### config.mk
export PLATFORM = sky130hd
export DESIGN_NAME = reset_sequencer_flat
export DESIGN_NICKNAME = d
export VERILOG_FILES = /design/src/rtl/reset_sequencer_if.sv /design/src/rtl/reset_sequencer.sv /design/src/flat_wrapper.sv
export SDC_FILE = /design/constraint.sdc
export NUM_CORES = 1
export LEC_CHECK = 0
export CAP_MARGIN = 20
export CORE_MARGIN = 2
export CORE_UTILIZATION = 50
export CTS_CLUSTER_SIZE = 40
export DETAILED_ROUTE_END_ITERATION = 8
export PLACE_DENSITY = 0.85
export SLEW_MARGIN = 20
export SYNTH_ARGS = -nofsm -noshare
export SYNTH_HDL_FRONTEND = slang
export SYNTH_SLANG_ARGS = --single-unit
### constraint.sdc
create_clock -name clk -period 1.7 [get_ports clk]
set_input_delay 0.51 -clock clk [delete_from_list [all_inputs] [get_ports clk]]
set_output_delay 0.51 -clock clk [all_outputs]
set_load 0.03 [all_outputs]
### src/rtl/reset_sequencer_if.sv
// Signal bundle between the reset sequencer and its environment: lock / software request in,
// ordered stage resets and status out.
interface reset_sequencer_if #(
   parameter int unsigned NUM_STAGES = 4
);
   logic                  locked_in;
   logic                  sw_reset_req;
   logic [NUM_STAGES-1:0] stage_reset;
   logic                  seq_done;
   logic                  lock_timeout;

   modport master (
      input  locked_in,
      input  sw_reset_req,
      output stage_reset,
      output seq_done,
      output lock_timeout
   );

   modport slave (
      output locked_in,
      output sw_reset_req,
      input  stage_reset,
      input  seq_done,
      input  lock_timeout
   );
endinterface

### src/rtl/reset_sequencer.sv
// Ordered reset release: waits for stable clock lock, then drops stage resets one by one.
// Optional lock watchdog enabled by defining RST_SEQ_WATCHDOG_EN.
module reset_sequencer #(
   parameter int unsigned NUM_STAGES  = 4,
   parameter int unsigned STAGE_DELAY = 16,
   parameter int unsigned LOCK_STABLE = 64,
   parameter int unsigned WD_TIMEOUT  = 4096
) (
   input logic               clk,
   input logic               async_reset_n,
   reset_sequencer_if.master bus
);

   localparam int unsigned SW = (LOCK_STABLE > 1) ? $clog2(LOCK_STABLE) : 1;
   localparam int unsigned DW = (STAGE_DELAY > 1) ? $clog2(STAGE_DELAY) : 1;
   localparam int unsigned IW = (NUM_STAGES > 1) ? $clog2(NUM_STAGES) : 1;

   localparam logic [SW-1:0] STABLE_MAX = SW'(LOCK_STABLE - 1);
   localparam logic [DW-1:0] DLY_MAX    = DW'(STAGE_DELAY - 1);
   localparam logic [IW-1:0] IDX_MAX    = IW'(NUM_STAGES - 1);

   typedef enum logic [1:0] {StWaitLock, StRelease, StDone} state_e;

   (* ASYNC_REG = "TRUE" *) logic [1:0] lock_sync_q;
   logic                  locked_s;
   logic                  locked_armed_q;
   logic                  abort;

   state_e                state_q, state_d;
   logic [SW-1:0]         stable_cnt_q, stable_cnt_d;
   logic [DW-1:0]         dly_cnt_q, dly_cnt_d;
   logic [IW-1:0]         idx_q, idx_d;
   logic [NUM_STAGES-1:0] stage_reset_q, stage_reset_d;
   logic                  seq_done_q, seq_done_d;

   assign locked_s = lock_sync_q[1];
   assign abort    = ~locked_s | bus.sw_reset_req;

   always_ff @(posedge clk or negedge async_reset_n) begin
      if (!async_reset_n) begin
         lock_sync_q    <= '0;
         locked_armed_q <= 1'b0;
      end else begin
         lock_sync_q    <= {lock_sync_q[0], bus.locked_in};
         locked_armed_q <= locked_s;
      end
   end

   always_ff @(posedge clk or negedge async_reset_n) begin
      if (!async_reset_n) begin
         state_q       <= StWaitLock;
         stable_cnt_q  <= '0;
         dly_cnt_q     <= '0;
         idx_q         <= '0;
         stage_reset_q <= '1;
         seq_done_q    <= 1'b0;
      end else begin
         state_q       <= state_d;
         stable_cnt_q  <= stable_cnt_d;
         dly_cnt_q     <= dly_cnt_d;
         idx_q         <= idx_d;
         stage_reset_q <= stage_reset_d;
         seq_done_q    <= seq_done_d;
      end
   end

   always_comb begin
      state_d       = state_q;
      stable_cnt_d  = stable_cnt_q;
      dly_cnt_d     = dly_cnt_q;
      idx_d         = idx_q;
      stage_reset_d = stage_reset_q;
      seq_done_d    = seq_done_q;

      if (abort) begin
         state_d       = StWaitLock;
         stable_cnt_d  = '0;
         dly_cnt_d     = '0;
         idx_d         = '0;
         stage_reset_d = '1;
         seq_done_d    = 1'b0;
      end else begin
         unique case (state_q)
            StWaitLock: begin
               // The first high sample after a low only arms the count: 2+LOCK_STABLE latency.
               if (locked_armed_q) begin
                  if (stable_cnt_q == STABLE_MAX) begin
                     state_d      = StRelease;
                     stable_cnt_d = '0;
                     dly_cnt_d    = '0;
                     idx_d        = '0;
                  end else begin
                     stable_cnt_d = stable_cnt_q + SW'(1);
                  end
               end
            end
            StRelease: begin
               if (dly_cnt_q == DLY_MAX) begin
                  stage_reset_d[idx_q] = 1'b0;
                  dly_cnt_d            = '0;
                  if (idx_q == IDX_MAX) begin
                     state_d    = StDone;
                     seq_done_d = 1'b1;
                  end else begin
                     idx_d = idx_q + IW'(1);
                  end
               end else begin
                  dly_cnt_d = dly_cnt_q + DW'(1);
               end
            end
            StDone: begin
            end
            default: state_d = StWaitLock;
         endcase
      end
   end

   assign bus.stage_reset = stage_reset_q;
   assign bus.seq_done    = seq_done_q;

`ifdef RST_SEQ_WATCHDOG_EN
   localparam int unsigned WW = $clog2(WD_TIMEOUT);
   localparam logic [WW-1:0] WD_MAX = WW'(WD_TIMEOUT - 1);

   logic [WW-1:0] wd_cnt_q, wd_cnt_d;
   logic          lock_timeout_q, lock_timeout_d;

   always_comb begin
      wd_cnt_d       = '0;
      lock_timeout_d = lock_timeout_q;
      if (state_q == StWaitLock) begin
         if (wd_cnt_q == WD_MAX) begin
            lock_timeout_d = 1'b1;
         end else begin
            wd_cnt_d = wd_cnt_q + WW'(1);
         end
      end
      if (seq_done_d && !seq_done_q) begin
         lock_timeout_d = 1'b0;
      end
   end

   always_ff @(posedge clk or negedge async_reset_n) begin
      if (!async_reset_n) begin
         wd_cnt_q       <= '0;
         lock_timeout_q <= 1'b0;
      end else begin
         wd_cnt_q       <= wd_cnt_d;
         lock_timeout_q <= lock_timeout_d;
      end
   end

   assign bus.lock_timeout = lock_timeout_q;
`else
   assign bus.lock_timeout = 1'b0;
`endif

endmodule
### src/flat_wrapper.sv
// flat-port wrapper written by rule: the top's interface ports become plain ports
module reset_sequencer_flat 
#(
   parameter int unsigned NUM_STAGES  = 4,
   parameter int unsigned STAGE_DELAY = 16,
   parameter int unsigned LOCK_STABLE = 64,
   parameter int unsigned WD_TIMEOUT  = 4096
)
  (clk, async_reset_n, bus_locked_in, bus_sw_reset_req, bus_stage_reset, bus_seq_done, bus_lock_timeout);
  reset_sequencer_if #(.NUM_STAGES(NUM_STAGES)) bus_i ();
  input logic clk;
  input logic async_reset_n;
  input wire logic [$bits(bus_i.locked_in)-1:0] bus_locked_in;
  input wire logic [$bits(bus_i.sw_reset_req)-1:0] bus_sw_reset_req;
  output wire logic [$bits(bus_i.stage_reset)-1:0] bus_stage_reset;
  output wire logic [$bits(bus_i.seq_done)-1:0] bus_seq_done;
  output wire logic [$bits(bus_i.lock_timeout)-1:0] bus_lock_timeout;
  assign bus_i.locked_in = bus_locked_in;
  assign bus_i.sw_reset_req = bus_sw_reset_req;
  assign bus_stage_reset = bus_i.stage_reset;
  assign bus_seq_done = bus_i.seq_done;
  assign bus_lock_timeout = bus_i.lock_timeout;
  reset_sequencer #(.NUM_STAGES(NUM_STAGES), .STAGE_DELAY(STAGE_DELAY), .LOCK_STABLE(LOCK_STABLE), .WD_TIMEOUT(WD_TIMEOUT)) u_core (.clk(clk), .async_reset_n(async_reset_n), .bus(bus_i));
endmodule
==> results of run 1 <==
[critical path, stage by stage (launching register included)]
cell	delay (ns)
dfrtp_1	0.43
ha_2	0.22
or3b_1	0.39
or4_1	0.42
o21ai_1	0.09
[sequential cells by signal, summed over array words and instances, names as in the netlist]
signal	cells
u_core.lock_sync_q	2
u_core.bus.seq_done	1
u_core.locked_armed_q	1
u_core.dly_cnt_q	4
u_core.idx_q	2
u_core.bus.stage_reset	4
u_core.state_q	2
u_core.stable_cnt_q	6
[cell usage in the layout, fill, tap and decap left out, types with 2 or more instances in the layout]
| master | n |
|---|---|
| nand2b_1 | 3 |
| and3_1 | 2 |
| clkdlybuf4s50_1 | 3 |
| clkbuf_4 | 3 |
| nand3_1 | 11 |
| or3b_1 | 2 |
| o21ai_0 | 6 |
| or4_1 | 2 |
| ha_1 | 5 |
| dfstp_2 | 4 |
| mux2i_1 | 2 |
| inv_1 | 3 |
| buf_4 | 10 |
| a21oi_1 | 5 |
| dfrtp_1 | 18 |
| a21o_1 | 4 |
| nor2_1 | 3 |
| nand2_1 | 10 |
| nor2b_1 | 4 |
[area by class of cell]
class,instances,share of cell area (%)
sequential,22,43.74
clock buffer,4,2.069
tap,28,2.759
multi-input combinational,79,41.58
timing repair buffer,14,8.965
inverter,3,0.8867
[kinds of logic (layout without fill, tap and decap cells)]
family / Yosys count / after routing / synth area share [%]
compound gates: 24 / 24 / 13.33
xor+xnor: 2 / 2 / 1.556
fa+ha+maj: 6 / 6 / 6.666
buf+inv: 10 / 21 / 4.444
flops: 22 / 22 / 49.33
mux: 2 / 2 / 1.778
other cells: 1 / 1 / 0.3330
simple gates: 44 / 44 / 22.56
[path summary, 6_finish.rpt]
check / from / endpoint / slack [ns] / cells past startpoint
max reg2reg: u_core.idx_q[1]$_DFFE_PN0P_ / u_core.idx_q[0]$_DFFE_PN0P_ / 0.09 / 4
min in group asynchronous: async_reset_n / u_core.stable_cnt_q[4]$_DFFE_PN0P_ / 0.53 / 2
max in group asynchronous: async_reset_n / u_core.bus.stage_reset[1]$_DFFE_PN1P_ / 0.89 / 2
max: u_core.idx_q[1]$_DFFE_PN0P_ / u_core.idx_q[0]$_DFFE_PN0P_ / 0.09 / 4
min reg2reg: u_core.lock_sync_q[0]$_DFF_PN0_ / u_core.lock_sync_q[1]$_DFF_PN0_ / 0.37 / 0
min: u_core.lock_sync_q[0]$_DFF_PN0_ / u_core.lock_sync_q[1]$_DFF_PN0_ / 0.37 / 0
[layer usage]
layer	global-route usage [%]	routed length [um]
met1	24.86	994
met4	10.96	35
met2	32.26	1165
met5	0	0
met3	2.924	43
[what timing repair did]
| action | 4_1_cts | 5_1_grt |
|---|---|---|
| resized for setup | 1 | 2 |
| pin swaps | 0 | 1 |
| setup buffers | 0 | 1 |
| setup endpoints to repair | 1 | 3 |
[cell usage after synthesis (all sizes together)]
cell	number	area share, %
a31oi	1	0.56
dfstp	4	9.3
nand4b	1	0.78
a21oi	5	2.2
nor2b	4	2.2
mux2i	2	1.8
xnor2	1	0.78
and4bb	1	1.1
nor2	3	1.0
a211oi	1	0.67
o211ai	1	0.67
nand2	10	3.3
a21o	4	2.7
and3	2	1.1
nand2b	3	1.7
and4b	1	0.89
xor2	1	0.78
inv	3	1.0
nor4b	1	0.78
or3b	2	1.6
or4	2	1.3
a2111oi	1	0.78
o31ai	2	1.3
dfrtp	18	40
ha	6	6.7
clkbuf	4	1.3
nand3b	1	0.67
nand3	11	4.9
buf	3	2.1
or2b	1	0.67
o22ai	1	0.56
or3	1	0.56
o32ai	1	0.78
conb	1	0.33
o21ai	7	3.1
[power by group through the flow]
stage / clock network, mW / registers (mW) / logic (mW)
final: 0.247 / 0.533 / 0.0456
after global routing: 0.271 / 0.534 / 0.0511
after CTS: 0.250 / 0.533 / 0.0457
after detailed placement: 0 / 0.543 / 0.0456
after global placement: 0 / 0.542 / 0.0438
after floorplan: 0 / 0.542 / 0.0219
[stage by stage]
stage                     util, %  power [mW]  instances  area [um2]  hold slack, ns
final                       58.54      0.8255        150        1270          0.3671
after global routing        58.54      0.8566        150        1270          0.3715
after CTS                   57.84      0.8286        149        1255          0.3681
after detailed placement    56.69      0.5884        145        1230          0.3403
after global placement      56.69      0.5862        145        1230          0.3406
after floorplan                 -      0.5635        111        1126          0.2144
==> impl_metrics.py, run 1 <==
metrics = {
    "floorplan": {
        "core-area_mm2": 0.002170,
        "io_pins": 10,
        "die_w_um": 51.46,
        "fp-row-count": 17,
        "chipHeight_um": 51.46,
        "die_area_mm2": 0.002648,
        "initial_core_util_pct": 51.90,
    },
    "pwr": {
        "pwr-share-seq_pct": 64.6,
        "p_sw_mw": 0.1882,
        "comb_power_share_pct": 5.5,
        "p_sw_share_pct": 22.79,
        "clkPwrFrac_pct": 29.9,
        "ir_worst_vdd_mv": 0.5624,
        "intPower_mw": 0.6373,
        "power.density_mw_per_mm2": 650.0,
        "leakagePower_nw": 0.5264,
    },
    "sta": {
        "setup_ws_ns": 0.08936,
        "setup_viol": 0,
        "rsz0062_at_grt": "no",
        "period_minus_slack_ns": 1.611,
        "max_freq_ghz": 0.6209,
        "tns_ns": 0,
        "hold_viol": 0,
        "skew_ns": 0.003841,
        "period_share_pct": 94.74,
        "final_max_slew_viol_count": 0,
    },
    "final_layout": {
        "diodes": 0,
        "nets": 133,
        "area_delta_synth_final_pct": 12.78,
        "register_area_um2": 555.5,
        "fillerInstances": 190,
        "multi_input_area_um2": 528.0,
        "drive_gt1_share_pct": 16.39,
    },
    "global_routing": {
        "first_global_vias": 836,
        "grt_first_pass_wirelength_mm": 3.739,
        "grt_use_total_pct": 19.71,
        "antenna_found_initial": 0,
        "grt_max_degree": 23,
        "grt_overflow": 0,
    },
    "route": {
        "vias_per_cell": 5.767,
        "drc": 0,
        "first_iter_violations": 9,
        "ant_nets": 0,
        "vias": 865,
        "post_drt_wl_per_cell_um": 14.93,
        "first_pass_iters": 4,
        "wirelength_mm": 2.239,
    },
    "clock_tree": {
        "htree_levels": 1,
        "path_clk_slew_ns": 0.12,
        "cts_root_buffer": "clkbuf_4",
        "cts_tree": "built",
        "cts_buffers": 3,
        "holdBufCountCts": 0,
        "insertion_delay_ns": 0.30,
        "cts_sinks": 22,
        "max-clock-path-buffers": 2,
    },
    "synthesis": {
        "syn_area_mm2": 0.001126,
        "synth_area_per_cell_um2": 10.14,
        "synthCells": 111,
        "ys_seq_elements": 22,
        "yosys_warnings": 0,
        "postSynthNetCount": 121,
        "yosysSeqAreaShare_pct": 49.33,
        "yosysUniqueCellTypes": 38,
    },
    "placed_design": {
        "gp_congestion": 0.8515,
        "dp_slack_ns": -0.04341,
        "portBuffers": 8,
        "hpwl_mm": 1.611,
    },
    "setup_path": {
        "path_class": "flip-flop to flip-flop",
        "start_kind": "flip-flop",
        "cp.arrival_ns": 1.85,
        "crit_required_ns": 1.94,
        "endpoint_kind": "flip-flop",
        "worstPathMaxFanout": 4,
    },
    "job": {
        "drv_cap": 0,
    },
    "run_status": {
        "status": "finished clean",
    },
    "min_path": {
        "hp-class": "flip-flop to flip-flop",
    },
}
Power figures use the tool's default switching activity.
==> run 2: changes to the inputs <==
Settings changed: SKIP_LAST_GASP from default to 1.
==> results of run 2 <==
Same layout as run 1: the final DEF is identical, and so are final timing and power.
==> run 3: changes to the inputs <==
Settings changed: GPL_TIMING_DRIVEN from default to 0, SKIP_LAST_GASP 1 to default, SLEW_MARGIN 20 to default.
==> run 3 against run 2 <==
Effect of this change:
- routed wire length decreased by 6.2%
- clock power hardly changed
- non-clock buffer count increased by 2
- count of clock-buffer cells in the layout did not move
==> impl_metrics.py, run 3 (same netlist as run 1, synthesis figures left out) <==
metrics = {
    "run_status": {
        "status": "finished clean",
    },
    "setup_path": {
        "endpoint_kind": "primary output",
        "cpLargestDelayFamily": "flip-flops",
        "r2r_slack_ns": 0.05,
        "path_cells": "clkdlybuf4s15_2",
        "crit_path_top_delay_cell": "dfstp_2",
        "cp_num_buf_inv": 1,
        "startpoint": "u_core.bus.stage_reset[0]$_DFFE_PN1P_",
        "path_class": "flip-flop to primary output",
        "reg2reg_to": "u_core.stable_cnt_q[5]$_DFFE_PN0P_",
        "worstPathMaxFanout": 2,
        "start_kind": "flip-flop",
        "crit_required_ns": 1.19,
        "cp.arrival_ns": 1.17,
        "critPathMaxStageDelay_ns": 0.55,
        "cp.depth": 1,
        "worstRegToRegCells": 4,
        "r2r_start": "u_core.state_q[0]$_DFFE_PN0P_",
        "worstSetupEndpoint": "bus_stage_reset[0]",
    },
    "sta": {
        "relSlewSlack_pct": 65.49,
        "period_share_pct": 98.69,
        "setup_ws_ns": 0.02223,
        "final_max_slew_viol_count": 0,
        "hold_viol": 0,
        "max_freq_ghz": 0.5960,
        "rsz0062_at_grt": "no",
        "setup_viol": 0,
        "worst_pin_slew_ns": 0.5177,
        "skew_ns": 0.007893,
        "period_minus_slack_ns": 1.678,
    },
    "route": {
        "first_pass_iters": 4,
        "vias_per_cell": 5.697,
        "ant_nets": 0,
        "first_iter_violations": 27,
        "post_drt_wl_per_cell_um": 13.82,
        "drc": 0,
        "vias": 866,
        "wirelength_mm": 2.100,
    },
    "placed_design": {
        "placed_area_mm2": 0.001241,
        "gp_congestion": 0.8629,
        "dp_slack_ns": -0.1672,
        "hpwl_mm": 1.522,
        "portBuffers": 8,
    },
    "clock_tree": {
        "max-clock-path-buffers": 2,
        "path_clk_slew_ns": 0.12,
        "htree_levels": 1,
        "cts_buffers": 3,
        "cts_sinks": 22,
        "holdBufCountCts": 0,
        "cts_tree": "built",
        "insertion_delay_ns": 0.32,
        "cts_root_buffer": "clkbuf_4",
    },
    "global_routing": {
        "first_global_vias": 793,
        "grt_first_pass_wirelength_mm": 3.505,
        "grt_use_total_pct": 18.34,
        "grt_overflow": 0,
        "grt_max_degree": 23,
        "antenna_found_initial": 0,
    },
    "floorplan": {
        "fp-row-count": 17,
        "io_pins": 10,
        "core-area_mm2": 0.002170,
        "chipHeight_um": 51.46,
        "initial_core_util_pct": 51.90,
        "die_w_um": 51.46,
        "die_area_mm2": 0.002648,
    },
    "final_layout": {
        "nets": 135,
        "final_cell_area_mm2": 0.001320,
        "area_delta_synth_final_pct": 17.22,
        "diodes": 0,
        "drive_gt1_share_pct": 16.94,
        "top_register": "u_core.stable_cnt_q",
        "layout_common_cells": "dfrtp_1 (18), nand3_1 (11), nand2_1 (10)",
        "final_common_cell": "dfrtp_1",
        "largest_register_ffs": 6,
    },
    "pwr": {
        "ir_worst_vdd_mv": 0.5147,
        "power.density_mw_per_mm2": 632.5,
        "leakagePower_nw": 0.5375,
    },
    "min_path": {
        "hp-class": "flip-flop to flip-flop",
        "min_path_cells": 0,
    },
    "job": {
        "drv_cap": 0,
    },
}
-- run 3: cell types whose count changed in the layout (fill, tap and decap cells not counted), sizes merged --
cell           change
buf                -6
clkbuf             +4
clkdlybuf4s15      +4
-- run 3: timing repair --
| action | 4_1_cts | 5_1_grt |
|---|---|---|
| pin swaps | 0 | 0 |
| gates resized for setup | 14 | 4 |
| endpoints found under the setup margin | 6 | 3 |
| buffers inserted | 0 | 1 |
-- run 3: per-stage QoR --
stage	util (%)	total power [mW]	hold slack (ns)	std cells	TNS [ns]
6_report	60.84	0.8349	0.3683	152	0
5_1_grt	60.84	0.8605	0.3903	152	0
4_1_cts	58.48	0.8287	0.3733	150	0
3_5_place_dp	57.21	0.5865	0.3458	147	-1.623
3_3_place_gp	57.21	0.5847	0.3417	147	-1.011
2_1_floorplan	-	0.5635	0.2144	111	0
-- run 3: worst min-delay path by stage --
stage / startpoint / end / slack (ns)
after floorplan: async_reset_n / u_core.bus.seq_done$_DFFE_PN0P_ / 0.21
after global placement: u_core.lock_sync_q[0]$_DFF_PN0_ / u_core.lock_sync_q[1]$_DFF_PN0_ / 0.34
after detailed placement: u_core.lock_sync_q[0]$_DFF_PN0_ / u_core.lock_sync_q[1]$_DFF_PN0_ / 0.35
after CTS: u_core.lock_sync_q[0]$_DFF_PN0_ / u_core.lock_sync_q[1]$_DFF_PN0_ / 0.37
after global routing: u_core.lock_sync_q[0]$_DFF_PN0_ / u_core.lock_sync_q[1]$_DFF_PN0_ / 0.39
final: u_core.lock_sync_q[0]$_DFF_PN0_ / u_core.lock_sync_q[1]$_DFF_PN0_ / 0.37
-- run 3: per-layer routing --
layer | vias to the layer above | track usage [%] | wire length, um
li1 | 417 | - | -
met1 | 417 | 23.36 | 959
met2 | 27 | 30.34 | 1012
met3 | 5 | 1.754 | 80
met4 | 0 | 10.53 | 48
met5 | - | 0 | 0
-- run 3: final cells by class --
type                       instances  area [um2]
tap                               28       35.03
timing repair buffer              10       118.9
fill                             187       849.6
multi-input combinational         79       539.3
sequential                        22       555.5
buffer                             6       33.78
inverter                           3       11.26
clock buffer                       4       26.28
-- run 3: report_power, final --
part	switching, mW	internal (mW)	leakage [nW]	total, mW
combinational	0.0297	0.0221	0.236	0.0518
clock	0.158	0.0919	0.0150	0.250
sequential	0.00443	0.529	0.286	0.533
